===== src/rtl/execute_unit.sv =====
// execute_unit: RV32I integer execute stage. One instruction per start pulse;
// shifts iterate one bit per cycle, all other operations finish in one cycle.
module execute_unit #(
  parameter logic [31:0] RESET_PC = 32'h0000_1000
) (
  input  logic        clk,
  input  logic        reset,
  input  logic        start,
  input  logic [6:0]  opcode,
  input  logic [2:0]  funct3,
  input  logic [6:0]  funct7,
  input  logic [4:0]  rd,
  input  logic [31:0] rs1_data,
  input  logic [31:0] rs2_data,
  input  logic [31:0] imm_i,
  input  logic [31:0] imm_s,
  input  logic [31:0] imm_b,
  input  logic [31:0] imm_u,
  input  logic [31:0] imm_j,
  input  logic [31:0] pc,
  output logic        busy,
  output logic        done,
  output logic [31:0] result,
  output logic [4:0]  rd_out,
  output logic        rd_wen,
  output logic [31:0] next_pc,
  output logic        mem_read,
  output logic        mem_write,
  output logic [2:0]  mem_funct3,
  output logic        illegal
);

  localparam logic [6:0] OPC_OP     = 7'b0110011;
  localparam logic [6:0] OPC_OPIMM  = 7'b0010011;
  localparam logic [6:0] OPC_LUI    = 7'b0110111;
  localparam logic [6:0] OPC_AUIPC  = 7'b0010111;
  localparam logic [6:0] OPC_JAL    = 7'b1101111;
  localparam logic [6:0] OPC_JALR   = 7'b1100111;
  localparam logic [6:0] OPC_BRANCH = 7'b1100011;
  localparam logic [6:0] OPC_LOAD   = 7'b0000011;
  localparam logic [6:0] OPC_STORE  = 7'b0100011;

  typedef enum logic [0:0] {IDLE = 1'b0, SHIFT = 1'b1} state_e;

  state_e      state_q, state_d;
  logic [4:0]  count_q, count_d;
  logic        shl_q, shl_d;
  logic        sra_q, sra_d;
  logic        busy_q, busy_d;
  logic        done_q, done_d;
  logic [31:0] result_q, result_d;
  logic [4:0]  rd_out_q, rd_out_d;
  logic        rd_wen_q, rd_wen_d;
  logic [31:0] next_pc_q, next_pc_d;
  logic        mem_read_q, mem_read_d;
  logic        mem_write_q, mem_write_d;
  logic [2:0]  mem_funct3_q, mem_funct3_d;
  logic        illegal_q, illegal_d;

  // decoded view of the instruction currently presented on the inputs
  logic [31:0] ex_result, ex_next_pc, op_b, pc_plus4;
  logic        ex_wen, ex_mread, ex_mwrite, ex_illegal, ex_is_shift, ex_taken;
  logic [4:0]  ex_shamt;

  // Combinational decode and single-cycle ALU for the presented instruction
  always_comb begin
    pc_plus4    = pc + 32'd4;
    op_b        = (opcode == OPC_OP) ? rs2_data : imm_i;
    ex_shamt    = op_b[4:0];
    ex_result   = 32'd0;
    ex_next_pc  = pc_plus4;
    ex_wen      = 1'b0;
    ex_mread    = 1'b0;
    ex_mwrite   = 1'b0;
    ex_illegal  = 1'b0;
    ex_is_shift = 1'b0;
    ex_taken    = 1'b0;
    case (opcode)
      OPC_OP, OPC_OPIMM: begin
        ex_wen = 1'b1;
        case (funct3)
          3'b000: begin
            // only register-register ADD can become SUB
            if ((opcode == OPC_OP) && funct7[5]) begin
              ex_result = rs1_data - op_b;
            end else begin
              ex_result = rs1_data + op_b;
            end
          end
          3'b010:  ex_result = ($signed(rs1_data) < $signed(op_b)) ? 32'd1 : 32'd0;
          3'b011:  ex_result = (rs1_data < op_b) ? 32'd1 : 32'd0;
          3'b100:  ex_result = rs1_data ^ op_b;
          3'b110:  ex_result = rs1_data | op_b;
          3'b111:  ex_result = rs1_data & op_b;
          3'b001, 3'b101: begin
            // working value starts as rs1; shamt==0 leaves it unchanged
            ex_result   = rs1_data;
            ex_is_shift = 1'b1;
          end
          default: ex_result = 32'd0;
        endcase
      end
      OPC_LUI: begin
        ex_result = imm_u;
        ex_wen    = 1'b1;
      end
      OPC_AUIPC: begin
        ex_result = pc + imm_u;
        ex_wen    = 1'b1;
      end
      OPC_JAL: begin
        ex_result  = pc_plus4;
        ex_next_pc = pc + imm_j;
        ex_wen     = 1'b1;
      end
      OPC_JALR: begin
        ex_result  = pc_plus4;
        ex_next_pc = (rs1_data + imm_i) & ~32'd1;
        ex_wen     = 1'b1;
      end
      OPC_BRANCH: begin
        case (funct3)
          3'b000:  ex_taken = (rs1_data == rs2_data);
          3'b001:  ex_taken = (rs1_data != rs2_data);
          3'b100:  ex_taken = ($signed(rs1_data) < $signed(rs2_data));
          3'b101:  ex_taken = ($signed(rs1_data) >= $signed(rs2_data));
          3'b110:  ex_taken = (rs1_data < rs2_data);
          3'b111:  ex_taken = (rs1_data >= rs2_data);
          default: begin
            ex_taken   = 1'b0;
            ex_illegal = 1'b1;
          end
        endcase
        ex_next_pc = ex_taken ? (pc + imm_b) : pc_plus4;
      end
      OPC_LOAD: begin
        ex_result = rs1_data + imm_i;
        ex_mread  = 1'b1;
      end
      OPC_STORE: begin
        ex_result = rs1_data + imm_s;
        ex_mwrite = 1'b1;
      end
      default: ex_illegal = 1'b1;
    endcase
  end

  // Next-state logic: accept a new instruction in IDLE, step the shifter in SHIFT
  always_comb begin
    state_d      = state_q;
    count_d      = count_q;
    shl_d        = shl_q;
    sra_d        = sra_q;
    busy_d       = busy_q;
    done_d       = 1'b0;
    result_d     = result_q;
    rd_out_d     = rd_out_q;
    rd_wen_d     = rd_wen_q;
    next_pc_d    = next_pc_q;
    mem_read_d   = mem_read_q;
    mem_write_d  = mem_write_q;
    mem_funct3_d = mem_funct3_q;
    illegal_d    = illegal_q;
    case (state_q)
      IDLE: begin
        if (start) begin
          result_d     = ex_result;
          rd_out_d     = rd;
          rd_wen_d     = ex_wen & (rd != 5'd0);
          next_pc_d    = ex_next_pc;
          mem_read_d   = ex_mread;
          mem_write_d  = ex_mwrite;
          mem_funct3_d = funct3;
          illegal_d    = ex_illegal;
          shl_d        = (funct3 == 3'b001);
          sra_d        = funct7[5];
          if (ex_is_shift && (ex_shamt != 5'd0)) begin
            state_d = SHIFT;
            count_d = ex_shamt;
            busy_d  = 1'b1;
          end else begin
            done_d = 1'b1;
          end
        end else begin
          busy_d = 1'b0;
        end
      end
      SHIFT: begin
        if (shl_q) begin
          result_d = {result_q[30:0], 1'b0};
        end else if (sra_q) begin
          result_d = {result_q[31], result_q[31:1]};
        end else begin
          result_d = {1'b0, result_q[31:1]};
        end
        count_d = count_q - 5'd1;
        if (count_q == 5'd1) begin
          state_d = IDLE;
          busy_d  = 1'b0;
          done_d  = 1'b1;
        end else begin
          busy_d = 1'b1;
        end
      end
      default: begin
        state_d = IDLE;
        count_d = 5'd0;
        busy_d  = 1'b0;
      end
    endcase
  end

  // State and output registers with asynchronous active-low reset
  always_ff @(posedge clk or negedge reset) begin
    if (!reset) begin
      state_q      <= IDLE;
      count_q      <= 5'd0;
      shl_q        <= 1'b0;
      sra_q        <= 1'b0;
      busy_q       <= 1'b0;
      done_q       <= 1'b0;
      result_q     <= 32'd0;
      rd_out_q     <= 5'd0;
      rd_wen_q     <= 1'b0;
      next_pc_q    <= RESET_PC;
      mem_read_q   <= 1'b0;
      mem_write_q  <= 1'b0;
      mem_funct3_q <= 3'd0;
      illegal_q    <= 1'b0;
    end else begin
      state_q      <= state_d;
      count_q      <= count_d;
      shl_q        <= shl_d;
      sra_q        <= sra_d;
      busy_q       <= busy_d;
      done_q       <= done_d;
      result_q     <= result_d;
      rd_out_q     <= rd_out_d;
      rd_wen_q     <= rd_wen_d;
      next_pc_q    <= next_pc_d;
      mem_read_q   <= mem_read_d;
      mem_write_q  <= mem_write_d;
      mem_funct3_q <= mem_funct3_d;
      illegal_q    <= illegal_d;
    end
  end

  assign busy       = busy_q;
  assign done       = done_q;
  assign result     = result_q;
  assign rd_out     = rd_out_q;
  assign rd_wen     = rd_wen_q;
  assign next_pc    = next_pc_q;
  assign mem_read   = mem_read_q;
  assign mem_write  = mem_write_q;
  assign mem_funct3 = mem_funct3_q;
  assign illegal    = illegal_q;

endmodule


===== config.mk =====
export PLATFORM = sky130hd
export DESIGN_NAME = execute_unit
export DESIGN_NICKNAME = d
export VERILOG_FILES = /design/src/rtl/execute_unit.sv
export SDC_FILE = /design/constraint.sdc
export NUM_CORES = 1
export LEC_CHECK = 0
export CAP_MARGIN = 30
export CORE_MARGIN = 1
export CORE_UTILIZATION = 38
export CTS_CLUSTER_SIZE = 12
export DETAILED_ROUTE_END_ITERATION = 8
export PLACE_DENSITY = 0.58
export SYNTH_ARGS = -nofsm -noshare
export SYNTH_HDL_FRONTEND = slang
export SYNTH_SLANG_ARGS = --single-unit

===== constraint.sdc =====
create_clock -name clk -period 7.5 [get_ports clk]
set_input_delay 2.25 -clock clk [delete_from_list [all_inputs] [get_ports clk]]
set_output_delay 2.25 -clock clk [all_outputs]
set_load 0.01 [all_outputs]

==> flow_metrics.env, run 1 <==
export IMPL_synth_top_family_by_area="compound AO/OA/AOI/OAI gates"
export IMPL_dpl_worst_slack_ns=-0.00694
export IMPL_cap_violations=0
export IMPL_areaGrowthSynthToFinish_pct=26.8
export IMPL_seqCellArea_sq_mm=0.00215
export IMPL_ys_types=93
export IMPL_synth_async_reset_ratio=1.00
export IMPL_grt_max_degree=49
export IMPL_placed_cells=3826
export IMPL_drc=0
export IMPL_via_per_inst=6.03
export IMPL_die_w_um=231
export IMPL_row_count=83
export IMPL_timing_fmax_mhz=139
export IMPL_synth_nets=3338
export IMPL_yosysWarnings=0
export IMPL_ys_ff_latch=86
export IMPL_worstSetupPathType="in2reg"
export IMPL_grt_pass1_vias=22200
export IMPL_synth_compound_area_share=0.323
export IMPL_nets=3731
export IMPL_crit_fanout=7
export IMPL_ys_top_cells_by_area="ha_1 (18%), dfrtp_1 (11%), a21oi_1 (6.8%)"
export IMPL_status="finished, final reports clean"
export IMPL_worstSetupStartpointType="primary input"
export IMPL_drt_pass1_iter_count=5
export IMPL_synth_edff_count=0
export IMPL_via_count=23200
export IMPL_synthMuxAreaShare=0.0462
export IMPL_synthAdderAreaFrac=0.187
export IMPL_clkSlewWorstSetupHoldPaths_ns=0.07
export IMPL_cts_tree="done"
export IMPL_yosys_area_top_type="ha_1"
export IMPL_ctsResizeCount=0
export IMPL_vdd_drop_max_mv=0.0743
export IMPL_drv_slew=0
export IMPL_drt_total_wl_um=90900
export IMPL_synth_cell_area_sq_mm=0.0199
export IMPL_clkSinkCount=86
export IMPL_final_setup_viol_count=0
export IMPL_cts_setup_buffers=0
export IMPL_max_slew_margin=0.329
export IMPL_cts_buffers=9
export IMPL_yosys_area_share_simple=0.194
export IMPL_finalHoldViolCount=0
export IMPL_dieArea_sq_mm=0.0534
export IMPL_grt_pass1_wl_um=135000
export IMPL_core_region_area_sq_mm=0.0516
export IMPL_synth_cells=2764
export IMPL_root_buffer="clkbuf_16"
export IMPL_fillerInstances=5222
export IMPL_finalWeightedCongestion=0.956
export IMPL_gr_usage_all_layers=0.329
export IMPL_n_antenna_cell=0
export IMPL_layout_min_cycle_time_ns=7.20
export IMPL_cts_hold_fix_buffers=0
export IMPL_layout_drive_gt1_share=0.0778
export IMPL_hold_path_class="reg2reg"
export IMPL_instances_no_fill=3842
export IMPL_antenna_found_initial=0
export IMPL_routedWlPerCell_um=23.7
export IMPL_fin_crit_sh=0.960
export IMPL_synth_seq_area_share=0.108
export IMPL_syn_mean_instance_area_sq_um=7.21
export IMPL_clk_latency_ns=0.39
export IMPL_numPortBuffers=352
export IMPL_synth_xor_area_frac=0.0861
export IMPL_die_h_um=231
export IMPL_cp_data_required_time_ns=7.80
export IMPL_cts_max_level=3
export IMPL_post_dp_hpwl_um=74900
export IMPL_ant_nets=0
export IMPL_tightest_slew_ns=1.00
export IMPL_synth_top_area_share=0.180
export IMPL_multi_input_area_sq_mm=0.0167
export IMPL_initial_core_util=0.386
export IMPL_gr_total_overflow=0
export IMPL_worst_setup_path_end_kind="flip-flop"
export IMPL_ctsLongestPathBuffers=2
export IMPL_ys_flop_type="dfrtp_1"
export IMPL_clock_skew_ns=0.0116
export IMPL_cp_arrival_ns=7.50
export IMPL_pwr_density_cell_mw_per_mm2=109
export IMPL_setup_slack_ns=0.301
export IMPL_drt_initial_drc_count=2203
export IMPL_io_pins=359
export IMPL_leakage_uw=0.0109
export IMPL_rsz0062_at_grt="no"
-- kinds of logic (layout without fill, tap and decap cells) --
logic type      count (synthesis)  in the layout
compound gates                985            985
simple gates                  831            831
fa+ha+maj                     293            293
buf+inv                       287            685
xor+xnor                      196            196
mux                            86             86
flops                          86             86
-- Yosys cell counts (72+ instances only) --
cell,instances
a21o_1,72
a21oi_1,269
clkbuf_1,92
dfrtp_1,85
ha_1,286
inv_1,166
nand2_1,252
nand3_1,79
nor2_1,245
o21ai_0,178
o22ai_1,73
xnor2_1,127
-- flip-flops by register name, summed over array words and instances, names as in the netlist --
register,cells
mem_write,1
result,32
done,1
shl_q,1
mem_funct3,3
sra_q,1
state_q,1
mem_read,1
rd_wen,1
illegal,1
rd_out,5
next_pc,32
count_q,5
busy,1
-- cells in the final DEF, fill, tap and decap left out, types with 15 or more instances in the layout --
cell type,netlist,routed
or3_1,19,19
a21oi_1,269,269
a221oi_1,36,36
o211ai_1,57,57
buf_4,1,146
nor3_1,49,48
a211oi_1,32,32
a31oi_1,57,57
inv_1,166,166
nand2_1,252,251
a21o_1,72,72
nor2b_1,20,20
xnor2_1,127,127
nor2_1,245,241
nand3_1,79,79
clkdlybuf4s50_1,0,350
and3_1,31,31
o21ai_0,178,178
o22ai_1,73,73
o21a_1,15,15
dfrtp_1,85,84
o21bai_1,26,26
mux2_2,33,33
nand4_1,31,31
ha_1,286,286
mux2i_1,50,50
nand2b_1,38,38
xor2_1,69,69
a22oi_1,19,19
-- cell type report --
| class | count | share of cell area |
|---|---|---|
| Clock inverter | 6 | 0.00158 |
| Multi-Input combinational cell | 2391 | 0.661 |
| Clock buffer | 10 | 0.00906 |
| Inverter | 169 | 0.0251 |
| Sequential cell | 86 | 0.0853 |
| Timing Repair Buffer | 500 | 0.184 |
| Tap cell | 680 | 0.0337 |
-- metal layers --
layer / global-route usage / vias to the layer above / part of all wire
met4: 0.0720 / 0 / 0.020
met5: 0 / - / 0
met1: 0.476 / 11000 / 0.47
met2: 0.525 / 979 / 0.44
met3: 0.0273 / 89 / 0.066
li1: - / 11100 / -
-- power breakdown --
| group | internal, uW | switching (uW) | leakage, uW |
|---|---|---|---|
| registers | 504 | 34.8 | 0.00108 |
| logic | 770 | 1010 | 0.00964 |
| clock network | 224 | 227 | 0.000132 |
-- worst paths after layout --
path / start / endpoint / slack, ns / depth (start not counted)
min: mem_write$_DFFE_PN0P_ / mem_write$_DFFE_PN0P_ / 0.48 / 2
max reg2reg: state_q$_DFF_PN0_ / result[30]$_DFFE_PN0P_ / 4.73 / 10
max in group asynchronous: reset / shl_q$_DFFE_PN0P_ / 4.45 / 2
min reg2reg: mem_write$_DFFE_PN0P_ / mem_write$_DFFE_PN0P_ / 0.48 / 2
max: opcode[0] / result[29]$_DFFE_PN0P_ / 0.30 / 20
min in group asynchronous: reset / next_pc[31]$_DFFE_PN0P_ / 1.86 / 1
-- critical path, cell delays in order --
cell,delay (ns)
clkdlybuf4s50_1,0.60
nand2_1,0.12
nor4b_2,0.34
and3b_2,0.29
buf_12,0.14
mux2i_1,0.37
inv_1,0.12
ha_1,0.23
a211oi_1,0.30
buf_4,0.17
o21a_1,0.21
nor4_1,0.09
or2_1,0.33
o41ai_4,0.42
nor4_1,0.10
o31a_1,0.32
nor4b_1,0.15
o21ai_0,0.08
or4b_1,0.61
a41oi_2,0.23
-- metrics by stage --
step                utilization  power (uW)  area [sq um]  setup TNS, ns  hold slack, ns
floorplan                     -        1600         19900              0           0.446
global placement          0.484        2260         25000              0           0.460
detailed placement        0.484        2280         25000       -0.00694           0.468
CTS                       0.490        2740         25300              0           0.485
global route              0.490        2940         25300              0           0.502
finish                    0.490        2770         25300              0           0.483
(Power assumes the default switching activity.)
==> run 2: changes to the inputs <==
--- a/config.mk
+++ b/config.mk
@@ -11,6 +11,7 @@
 export CTS_CLUSTER_SIZE = 12
 export DETAILED_ROUTE_END_ITERATION = 8
 export PLACE_DENSITY = 0.58
+export SLEW_MARGIN = 20
 export SYNTH_ARGS = -nofsm -noshare
 export SYNTH_HDL_FRONTEND = slang
 export SYNTH_SLANG_ARGS = --single-unit
==> results of run 2 <==
Same layout as run 1: the final DEF is identical, and so are final timing and power.
